**src/rtl/pc_sequencer_pkg.sv**
```systemverilog
// Shared types and defaults for the multi-phase PC sequencer of the 8-bit MIPS demo datapath.
package pc_sequencer_pkg;

  localparam int unsigned STATE_W          = 3;
  localparam int unsigned RESET_PC_DEFAULT = 0;

  typedef enum logic [STATE_W-1:0] {
    ST_IDLE      = 3'd0,
    ST_FETCH     = 3'd1,
    ST_DECODE    = 3'd2,
    ST_EXECUTE   = 3'd3,
    ST_WRITEBACK = 3'd4,
    ST_HALTED    = 3'd5
  } state_e;

  // Phases in which an instruction is in flight and halt_req is honoured.
  function automatic logic in_flight(input state_e s);
    return (s == ST_FETCH) || (s == ST_DECODE) || (s == ST_EXECUTE) || (s == ST_WRITEBACK);
  endfunction

endpackage

```
**src/rtl/pc_sequencer_pc_next_sel.sv**
```systemverilog
// Next-PC mux: jump beats taken branch beats sequential increment (which wraps silently).
module pc_next_sel #(
  parameter int unsigned PC_WIDTH = 8
) (
  input  logic [PC_WIDTH-1:0] pc_i,
  input  logic                jump_i,
  input  logic                branch_i,
  input  logic                acc_zero_i,
  input  logic [PC_WIDTH-1:0] target_i,
  output logic [PC_WIDTH-1:0] next_pc_o
);

  always_comb begin
    if (jump_i || (branch_i && acc_zero_i)) next_pc_o = target_i;
    else                                    next_pc_o = pc_i + PC_WIDTH'(1);
  end

endmodule

```
**src/rtl/pc_sequencer.sv**
```systemverilog
// FETCH/DECODE/EXECUTE/WRITEBACK sequencer: owns pc, gates write strobes to WRITEBACK, counts retirements.
module pc_sequencer
  import pc_sequencer_pkg::*;
#(
  parameter int unsigned PC_WIDTH  = 8,
  parameter int unsigned RESET_PC  = RESET_PC_DEFAULT,
  parameter int unsigned CNT_WIDTH = 16
) (
  input  logic                 clk,
  input  logic                 reset,
  input  logic                 run,
  input  logic                 halt_req,
  input  logic                 jump,
  input  logic                 branch,
  input  logic                 acc_zero,
  input  logic [PC_WIDTH-1:0]  target,
  input  logic                 rf_ren_wen,
  input  logic                 mem_ren_wen,
  output logic [PC_WIDTH-1:0]  pc,
  output logic                 fetch_en,
  output logic                 exec_en,
  output logic                 rf_wen_g,
  output logic                 mem_wen_g,
  output logic                 halted,
  output logic [STATE_W-1:0]   state,
  output logic [CNT_WIDTH-1:0] retired
);

  state_e                 state_q, state_d;
  logic                   halt_pend_q, halt_pend_d;
  logic [PC_WIDTH-1:0]    pc_q, next_pc_q, sel_pc;
  logic [CNT_WIDTH-1:0]   retired_q;
  logic                   fetch_en_q, exec_en_q, wb_q, halted_q;

  pc_next_sel #(.PC_WIDTH(PC_WIDTH)) u_next_sel (
    .pc_i       (pc_q),
    .jump_i     (jump),
    .branch_i   (branch),
    .acc_zero_i (acc_zero),
    .target_i   (target),
    .next_pc_o  (sel_pc)
  );

  // NOTE: every variable gets a default before the case so no latch is inferred.
  always_comb begin
    state_d     = state_q;
    halt_pend_d = halt_pend_q;
    unique case (state_q)
      ST_IDLE:      if (run) state_d = ST_FETCH;
      ST_FETCH:     state_d = ST_DECODE;
      ST_DECODE:    state_d = ST_EXECUTE;
      ST_EXECUTE:   state_d = ST_WRITEBACK;
      ST_WRITEBACK: state_d = (halt_pend_q || halt_req) ? ST_HALTED : ST_FETCH;
      ST_HALTED:    if (run) state_d = ST_FETCH;
      default:      state_d = ST_IDLE;
    endcase
    if (in_flight(state_q) && halt_req) halt_pend_d = 1'b1;
    if (state_d == ST_HALTED)           halt_pend_d = 1'b0;
  end

  // NOTE: sequential state uses non-blocking assignments; reset is synchronous and wins in every state.
  always_ff @(posedge clk) begin
    if (reset) begin
      state_q     <= ST_IDLE;
      halt_pend_q <= 1'b0;
      pc_q        <= PC_WIDTH'(RESET_PC);
      next_pc_q   <= PC_WIDTH'(RESET_PC);
      retired_q   <= '0;
      fetch_en_q  <= 1'b0;
      exec_en_q   <= 1'b0;
      wb_q        <= 1'b0;
      halted_q    <= 1'b1;
    end else begin
      state_q     <= state_d;
      halt_pend_q <= halt_pend_d;
      if (state_q == ST_EXECUTE) next_pc_q <= sel_pc;
      if (state_q == ST_WRITEBACK) begin
        pc_q      <= next_pc_q;
        retired_q <= retired_q + CNT_WIDTH'(1);
      end
      fetch_en_q  <= (state_d == ST_FETCH);
      exec_en_q   <= (state_d == ST_EXECUTE);
      wb_q        <= (state_d == ST_WRITEBACK);
      halted_q    <= (state_d == ST_IDLE) || (state_d == ST_HALTED);
    end
  end

  assign pc        = pc_q;
  assign state     = state_q;
  assign retired   = retired_q;
  assign fetch_en  = fetch_en_q;
  assign exec_en   = exec_en_q;
  assign halted    = halted_q;
  assign rf_wen_g  = rf_ren_wen  & wb_q;
  assign mem_wen_g = mem_ren_wen & wb_q;

endmodule

```
**config.mk**
```make
export PLATFORM = sky130hd
export DESIGN_NAME = pc_sequencer
export DESIGN_NICKNAME = d
export VERILOG_FILES = /design/src/rtl/pc_sequencer_pkg.sv /design/src/rtl/pc_sequencer_pc_next_sel.sv /design/src/rtl/pc_sequencer.sv
export SDC_FILE = /design/constraint.sdc
export NUM_CORES = 1
export LEC_CHECK = 0
export ABC_AREA = 1
export CAP_MARGIN = 40
export CORE_MARGIN = 1
export CORE_UTILIZATION = 36
export CTS_CLUSTER_DIAMETER = 30
export DETAILED_ROUTE_END_ITERATION = 6
export GPL_ROUTABILITY_DRIVEN = 0
export PLACE_DENSITY = 0.65
export SYNTH_ARGS = -nofsm -noshare
export SYNTH_HDL_FRONTEND = slang
export SYNTH_HIERARCHICAL = 1
export SYNTH_SLANG_ARGS = --single-unit
export TNS_END_PERCENT = 20
```
**constraint.sdc**
```tcl
create_clock -name clk -period 1.7 [get_ports clk]
set_input_delay 0.34 -clock clk [delete_from_list [all_inputs] [get_ports clk]]
set_output_delay 0.34 -clock clk [all_outputs]
set_load 0.01 [all_outputs]
```
# Yosys cells after proc, flatten, opt, wreduce, memory -nomap -nowiden
# Index checks and enable logic that the tools add are counted.
[word_totals]
reg_bits = 40
inputBits = 17
output_inout_bits = 32
wordCells = 38
[classes]
addsub = 2
n_eq_ne = 9
mux = 4
n_bitwise = 2
n_reduce_logical = 12
[ops]
columns = ["cell", "n"]
rows = [
  ["$add A16 B1 Y16 const B", 1],
  ["$pmux W3 S5", 1],
  ["$eq A3 B3 Y1 const B", 4],
  ["$eq A3 B2 Y1 const B", 3],
  ["$add A8 B1 Y8 const B", 1],
  ["$mux W8", 1],
  ["$eq A3 B1 Y1 const B", 2],
  ["$logic_not A3 Y1", 2],
  ["$logic_or A1 B1 Y1", 6],
  ["$mux W3", 2],
  ["$reduce_or A2 Y1", 2],
  ["$and A1 B1 Y1", 2],
  ["$logic_and A1 B1 Y1", 2],
]

# Longest topological paths before layout
# Gate-level depths: netlist of run 1.
[depth]
word_depth = 5
depth_mapped = 8

# Hierarchy
# Netlist of run 1, hierarchy kept.
[by_module_without_submodules]
columns = ["module", "n_inst", "cells_each", "area_per_inst_um2"]
rows = [
  ["pc_sequencer", 1, 218, 1660.3],
  ["pc_next_sel", 1, 48, 254.0],
]

# Least setup slack after synthesis of run 1
# OpenSTA, ideal clock, no wires.
[synth_timing]
path_kind = "register to register"
from = "reg retired_q[0] (netlist: retired[0])"
to = "reg retired_q[13] (netlist: retired[13])"
setup_time_ns = 0.115
arrival_time_ns = 1.164
slack_ns = 0.421
path_stages_with_launch = 8
path_buffers = 0
cell_sequence = "dfxtp_1 > nand3_1 > nor2_8 > nand3_4 > nor2_2 > nand3_1 > nand2_1 > nor2_1"
[synth_between]
elab_chain_len = 1
[synth_lines]
columns = ["item", "line", "rtl"]
rows = [
  ["from (decl)", "pc_sequencer.sv:32", "logic [CNT_WIDTH-1:0] retired_q;"],
  ["from (signal assigned)", "pc_sequencer.sv:79", "retired_q <= retired_q + CNT_WIDTH'(1);"],
  ["$add A16 B1 Y16", "pc_sequencer.sv:79", ""],
]
# No other way between the ends.
# A chain may end at the register's enable or synchronous reset.

# Worst setup path in the final report of run 1
[layout_timing]
from = "reg state_q[2] (netlist: state[2])"
to = "out state[2]"
[layout_rtl]
columns = ["item", "line", "rtl"]
rows = [
  ["from (decl)", "pc_sequencer.sv:29", "state_e state_q, state_d;"],
  ["from (signal assigned)", "pc_sequencer.sv:74", "state_q <= state_d;"],
  ["to (decl)", "pc_sequencer.sv:25", "output logic [STATE_W-1:0] state,"],
]
# No word-level cell between the ends.

==> results of run 1 <==
==> where the power goes <==
part           total [W]  internal [W]  switching (W)
sequential       0.00105      0.000997      0.0000497
combinational   0.000337      0.000169       0.000168
clock           0.000659      0.000324       0.000335
total            0.00204       0.00149       0.000552
==> per-layer routing <==
metal	track usage	vias up
met3	0.04685	6
met2	0.2372	44
met4	0.06918	0
met1	0.2221	783
li1	-	966
met5	0	-
==> state kept, by name, summed over array words and instances, names as in the netlist <==
signal / count
next_pc_q: 8
pc: 8
halt_pend_q: 1
halted: 1
fetch_en: 1
state: 3
wb_q: 1
retired: 16
exec_en: 1
==> synth_stat cells <==
cell type,count,area (µm²)
sky130_fd_sc_hd__clkbuf_1,2,7.510
sky130_fd_sc_hd__nand2_1,41,153.9
sky130_fd_sc_hd__o21bai_1,4,30.03
sky130_fd_sc_hd__o211ai_1,1,7.510
sky130_fd_sc_hd__o21a_1,2,15.01
sky130_fd_sc_hd__a31oi_1,1,6.260
sky130_fd_sc_hd__buf_2,2,10.01
sky130_fd_sc_hd__nand3_2,1,10.01
sky130_fd_sc_hd__nand3_1,15,75.07
sky130_fd_sc_hd__nand4_2,1,12.51
sky130_fd_sc_hd__o21ai_2,1,8.760
sky130_fd_sc_hd__clkinv_1,1,3.750
sky130_fd_sc_hd__dfxtp_1,40,800.8
sky130_fd_sc_hd__a211oi_1,2,15.01
sky130_fd_sc_hd__clkbuf_2,1,5.000
sky130_fd_sc_hd__inv_2,2,7.510
sky130_fd_sc_hd__o21ai_1,1,5.000
sky130_fd_sc_hd__nor2_4,5,56.30
sky130_fd_sc_hd__nor3_1,7,35.03
sky130_fd_sc_hd__ha_1,2,25.02
sky130_fd_sc_hd__nand2_2,3,18.77
sky130_fd_sc_hd__nand2_4,1,11.26
sky130_fd_sc_hd__o21ai_0,24,120.1
sky130_fd_sc_hd__nand4_1,1,6.260
sky130_fd_sc_hd__a21oi_1,13,65.06
sky130_fd_sc_hd__a21oi_4,1,16.27
sky130_fd_sc_hd__inv_1,29,108.9
sky130_fd_sc_hd__nor2_1,55,206.5
sky130_fd_sc_hd__nor2_2,2,12.51
sky130_fd_sc_hd__xor2_1,1,8.760
sky130_fd_sc_hd__and3_1,1,6.260
sky130_fd_sc_hd__nor2_8,1,20.02
sky130_fd_sc_hd__nand3_4,1,17.52
sky130_fd_sc_hd__nor4_1,1,6.260
==> what timing repair did <==
action / 4_1_cts / 5_1_grt
cloned: 0 / 0
setup endpoints to repair: 3 / 4
setup buffers: 0 / 0
resized for setup: 3 / 4
endpoints found under the hold margin: 0 / 0
==> worst reg2reg max path, stage by stage (launching register included) <==
cell                      delay (ns)
sky130_fd_sc_hd__dfxtp_1        0.40
sky130_fd_sc_hd__ha_1           0.18
sky130_fd_sc_hd__nand3_2        0.14
sky130_fd_sc_hd__nor2_4         0.20
sky130_fd_sc_hd__nand3_1        0.11
sky130_fd_sc_hd__o21ai_0        0.16
sky130_fd_sc_hd__nor2_1         0.05
==> worst max path at each step <==
stage | startpoint | endpoint | slack [ns] | cells past startpoint
5_1_grt | pc[0] | pc[0] | 0.008 | 1
4_1_cts | state[0] | state[0] | 0.005 | 1
2_1_floorplan | retired[0] | retired[13] | 0.42 | 7
3_3_place_gp | mem_ren_wen | mem_wen_g | -0.04 | 4
6_report | state[2] | state[2] | 0.06 | 1
3_5_place_dp | rf_ren_wen | rf_wen_g | -0.06 | 4
==> cell families (layout without fill, tap and decap cells) <==
family | Yosys count | in the layout | synth area share
simple gates | 136 | 136 | 0.3386
compound gates | 50 | 50 | 0.1510
flops | 40 | 40 | 0.4183
buf+inv | 37 | 92 | 0.07451
fa+ha+maj | 2 | 2 | 0.01307
xor+xnor | 1 | 1 | 0.004576
==> final cells by class <==
class                           instances  area share
Timing Repair Buffer                   52      0.2003
Multi-Input combinational cell        189      0.3736
Clock buffer                            6     0.03178
Clock inverter                          2    0.003852
Tap cell                               70     0.03370
Sequential cell                        40      0.3105
Inverter                               32     0.04622
==> per-stage QoR <==
stage	power (W)	TNS, ns	setup slack, ns	instance area [µm²]
2_1_floorplan	0.001242	0	0.4210	1914
3_3_place_gp	0.001400	-0.08619	-0.04334	2502
3_5_place_dp	0.001403	-0.1111	-0.06175	2502
4_1_cts	0.002062	0	0.005372	2594
5_1_grt	0.002154	0	0.008187	2599
6_report	0.002042	0	0.05560	2599
==> results.md, run 1 <==
| Step | Metric | Value |
|---|---|---|
| clock network | Num CTS Buffers | 5 |
| critical path | Startpoint Class | flop |
| critical path | Required time worst endpoint | 1.36 ns |
| synth | Syn_nets | 285 |
| routing | Final routed DRC violation total | 0 |
| sta | Final Hold Viols | 0 |
| synth | Number of storage elements in the synthesis netlist | 40 |
| die | Number of top-level pins | 49 |
| routing | Drt initial violations | 44 |
| cells and area | Share of layout cells above drive strength 1 | 0.1121 |
| cells and area | Relative area change from synthesis to final layout | 35.75% |
| worst hold path | Min-delay src | retired[11] |
| sta | Worst Tran Pin Value | 0.3104 ns |
| sta | Unrepaired setup endpoints after global routing | no |
| grt | Number of global-route vias before repair | 1528 |
| routing | Detailed route wirelength on metal2 | 1.758 mm |
| synth | Post-Syn Area per Cell | 7.197 µm² |
| sta | Rel. slew slack | 0.7918 |
| die | Core box area | 5107 µm² |
| critical path | Cell chain of the critical path | clkdlybuf4s50_1 |
| cells and area | Number of antenna cells inserted | 0 |
| sta | Hold_ws | 0.4906 ns |
| routing | WL final | 4.167 mm |
| clock network | Clock latency of the later-clocked register in the worst-skew pair | 0.29 ns |
| sta | Fmax | 0.6081 GHz |
| critical path | Endpoint kind of the worst setup timing path | output pin |
| grt | Total congestion overflow | 0 |
| routing | Metal-1 WL | 2.126 mm |
| routing | Total iterations of the first detailed-routing run | 4 |
| placement | Number of port buffers | 48 |
| cells and area | Sequential cell area | 807.0 µm² |
| power | Worst IR drop on VDD | 0.4401 mV |
| critical path | Top cell family by delay on the critical path | buffers and inverters |
| placement | Post-detail-place hpwl | 3.000 mm |
| critical path | Setup CP Type | flop to output pin |
| routing | Via density | 4.601 |
| critical path | Internal reg-to-reg setup slack | 0.35 ns |
| clock network | Root buffer cell | sky130_fd_sc_hd__clkbuf_8 |
| die | Number of core rows | 26 |
| routing | Routed Antenna Nets | 0 |
| power | Leakage | 1.091 nW |
| sta | Max-slew violation total from the final report | 0 |
| die | Die Y-Extent | 74.92 µm |
| cells and area | Total area of multi-input combinational cells | 970.9 µm² |
| sta | Final Skew | 0.004587 ns |
| sta | Final clock period utilization by the worst path | 0.9673 |
| routing | Number of vias in the routed layout | 1799 |
| routing | Average routed wire per standard cell | 10.66 µm |
| die | Die Area | 5613 µm² |
| cells and area | Most frequent cells in the layout | sky130_fd_sc_hd__nor2_1 (55), sky130_fd_sc_hd__clkdlybuf4s50_1 (46), sky130_fd_sc_hd__nand2_1 (41) |
| critical path | Maximum cell stage delay along the critical path | 0.57 ns |
| power | Total power per unit cell area | 785.9 nW/µm² |
| die | Initial Utilization | 0.3748 |
| sta | Time the worst path needs with I/O delays and setup | 1.644 ns |
| critical path | Data arrival time of the critical path | 1.30 ns |
| critical path | Reg2Reg Depth | 6 |
| clock network | Clk pin slew, worst setup/hold paths | 0.08 ns |
| sta | Final number of setup-violating endpoints | 0 |
| placement | Number of cells in the design after placement | 383 |
| clock network | H-tree level count | 2 |
| worst hold path | Instance count along the most critical hold path | 2 |
| job | Number of maximum-capacitance constraint violations | 0 |
| cells and area | Number of filler instances in the final layout | 515 |
| routing | Met3 wire length | 206 µm |
| grt | Wire length of the first global-routing pass | 6.803 mm |
| clock network | Clk sink count | 40 |
| critical path | Critical path's slowest cell | sky130_fd_sc_hd__clkdlybuf4s50_1 |
| critical path | Critical path buffers and inverters | 1 |
| synth | Netlist area before placement | 1914 µm² |
| worst hold path | Worst min-delay path class | flop to flop |
| grt | GRT Util Overall | 0.1621 |
| clock network | Number of buffers added to fix hold violations after cts | 0 |
| clock network | Clock tree from TritonCTS | yes |
| synth | Netlist cell types | 34 |
| critical path | Largest fanout on the critical path | 8 |
| synth | Warnings from Yosys | 6 |
| grt | Maximum number of pins on one net before global-route repair | 28 |
| synth | Portion of the post-synthesis area used by sequential elements | 0.4183 |
| critical path | Worst reg2reg endpoint | retired[12] |
| grt | Initial antenna violation count | 0 |
| cells and area | Most frequent standard cell in the layout excluding fill and tap cells | sky130_fd_sc_hd__nor2_1 |
| clock network | CTS max path bufs | 2 |
| worst hold path | Worst hold path endpoint | retired[11] |
| routing | Highest signal layer in the routed design | met4 |
| outcome | Result of the run | complete, no violations |
| cells and area | Post-route non-filler standard cell count | 391 |
| synth | Instance count of the mapped netlist | 266 |
| cells and area | Final core area utilization | 0.5088 |
| cells and area | Nets | 339 |
| die | Die W | 74.92 µm |
| critical path | Launch point of the worst reg-to-reg path | retired[1] |
No activity file was read; power rests on OpenSTA's default activity.
==> inputs of run 2 (changes only) <==
==> constraint.sdc (replaced) <==
create_clock -name clk -period 2 [get_ports clk]
set_input_delay 0.4 -clock clk [delete_from_list [all_inputs] [get_ports clk]]
set_output_delay 0.4 -clock clk [all_outputs]
set_load 0.01 [all_outputs]
==> results.md, run 2 (synthesis results as in run 1) <==
| Step | Metric | Value |
|---|---|---|
| outcome | Result of the run | complete, no violations |
| clock network | Post-CTS resize count | 0 |
| cells and area | Post-route non-filler standard cell count | 390 |
| cells and area | Number of flip-flops under the largest register name | 16 |
| power | Total power per unit cell area | 705.2 nW/µm² |
| routing | Average routed wire per standard cell | 10.62 µm |
| sta | Final number of setup-violating endpoints | 0 |
| sta | Final Hold Viols | 0 |
| sta | Unrepaired setup endpoints after global routing | no |
| die | Die Area | 5613 µm² |
| die | Core box area | 5107 µm² |
| clock network | Clk sink count | 40 |
| power | Post-layout power | 0.001829 W |
| clock network | Number of post-CTS setup repair buffers | 0 |
| clock network | Number of buffers added to fix hold violations after cts | 0 |
| die | Die Y-Extent | 74.92 µm |
| routing | Total iterations of the first detailed-routing run | 4 |
| sta | Final clock period utilization by the worst path | 0.9348 |
| critical path | Endpoint kind of the worst setup timing path | output pin |
| cells and area | Nets | 338 |
| clock network | H-tree level count | 2 |
| grt | Initial antenna violation count | 0 |
| critical path | Data arrival time of the critical path | 1.47 ns |
| power | Worst IR drop on VDD | 0.4763 mV |
| clock network | Num CTS Buffers | 5 |
| clock network | Clock tree from TritonCTS | yes |
| critical path | Startpoint Class | input pin |
| sta | Time the worst path needs with I/O delays and setup | 1.870 ns |
| critical path | Required time worst endpoint | 1.60 ns |
| die | Number of top-level pins | 49 |
| grt | Maximum number of pins on one net before global-route repair | 25 |
| sta | Rel. slew slack | 0.7655 |
| routing | Drt initial violations | 49 |
| grt | Number of global-route vias before repair | 1602 |
| cells and area | Most frequent standard cell in the layout excluding fill and tap cells | sky130_fd_sc_hd__nor2_1 |
| sta | Max-slew violation total from the final report | 0 |
| critical path | Setup CP Type | input pin to output pin |
| clock network | Root buffer cell | sky130_fd_sc_hd__clkbuf_8 |
| cells and area | Share of layout cells above drive strength 1 | 0.09375 |
| placement | Post-detail-place hpwl | 2.993 mm |
| grt | GRT Util Overall | 0.1623 |
| power | Leakage | 1.073 nW |
| placement | DP Worst Slack | 0.1307 ns |
| clock network | Clk pin slew, worst setup/hold paths | 0.08 ns |
| cells and area | Relative area change from synthesis to final layout | 35.49% |
| placement | Number of cells in the design after placement | 382 |
| cells and area | Most frequent cells in the layout | sky130_fd_sc_hd__nor2_1 (55), sky130_fd_sc_hd__clkdlybuf4s50_1 (48), sky130_fd_sc_hd__nand2_1 (41) |
| routing | Via density | 4.579 |
| critical path | Largest fanout on the critical path | 1 |
| placement | Number of port buffers | 48 |
| cells and area | Number of antenna cells inserted | 0 |
| die | Initial Utilization | 0.3748 |
| routing | WL final | 4.142 mm |
| clock network | CTS max path bufs | 2 |
| die | Die W | 74.92 µm |
| worst hold path | Worst min-delay path class | flop to flop |
| sta | Final Skew | 0.006727 ns |
| job | Number of maximum-capacitance constraint violations | 0 |
| routing | Routed Antenna Nets | 0 |
| die | Number of core rows | 26 |
| sta | Fmax | 0.5349 GHz |
| routing | Final routed DRC violation total | 0 |
| clock network | Clock latency of the later-clocked register in the worst-skew pair | 0.30 ns |
| routing | Number of vias in the routed layout | 1786 |
| grt | Wire length of the first global-routing pass | 6.969 mm |
| sta | TNS Setup | 0 ns |
| grt | Total congestion overflow | 0 |
| sta | Worst Setup Slack, final | 0.1304 ns |
| sta | Worst Tran Pin Value | 0.3513 ns |
==> run 2: cell types whose count changed in the layout (fill, tap and decap cells not counted) <==
| cell | delta |
|---|---|
| sky130_fd_sc_hd__dfxtp_1 | +5 |
| sky130_fd_sc_hd__clkdlybuf4s50_1 | +2 |
| sky130_fd_sc_hd__bufinv_16 | +1 |
| sky130_fd_sc_hd__dlygate4sd2_1 | -2 |
| sky130_fd_sc_hd__clkbuf_8 | -1 |
| sky130_fd_sc_hd__clkinv_2 | -1 |
| sky130_fd_sc_hd__dfxtp_2 | -5 |
| sky130_fd_sc_hd__buf_12 | -1 |
| sky130_fd_sc_hd__clkinvlp_4 | +1 |
==> run 2: path summary, 6_finish.rpt <==
kind                             startpoint          end  slack [ns]  cells after the start
worst max-delay path            mem_ren_wen    mem_wen_g        0.13                      4
worst max register to register     state[0]     state[2]        0.57                      7
worst min-delay path            retired[11]  retired[11]        0.49                      2
worst min register to register  retired[11]  retired[11]        0.49                      2
==> run 2: through the flow <==
| step | cell area, µm² | hold WS (ns) | utilization |
|---|---|---|---|
| 6_report | 2594 | 0.4864 | 0.5078 |
| 3_5_place_dp | 2482 | 0.4760 | 0.4860 |
| 4_1_cts | 2594 | 0.4887 | 0.5078 |
| 3_3_place_gp | 2482 | 0.4794 | 0.4860 |
| 2_1_floorplan | 1914 | 0.4704 | - |
| 5_1_grt | 2594 | 0.5209 | 0.5078 |
==> run 2: critical path, cell delays in order <==
cell and delay [ns]:
sky130_fd_sc_hd__clkdlybuf4s50_1 0.45, sky130_fd_sc_hd__nand2_1 0.05, sky130_fd_sc_hd__inv_1 0.05, sky130_fd_sc_hd__clkdlybuf4s50_1 0.53
==> run 2: cell type report <==
cell class / instances / area [µm²]
Clock buffer: 5 / 68.82
Clock inverter: 3 / 42.54
Fill cell: 514 / 2514
Inverter: 32 / 120.1
Multi-Input combinational cell: 189 / 970.9
Sequential cell: 40 / 800.8
Tap cell: 70 / 87.58
Timing Repair Buffer: 51 / 503.0
==> run 2: report_power, final <==
group / internal [W] / switching, W / total, W
Combinational: 0.000140 / 0.000140 / 0.000280
Sequential: 0.000844 / 0.0000429 / 0.000887
Clock: 0.000369 / 0.000292 / 0.000661
==> run 2: metal layers <==
metal	global-route usage	routed length, µm
met1	0.2071	2038
met5	0	0
met4	0.05660	51
met3	0.04953	232
met2	0.2603	1819
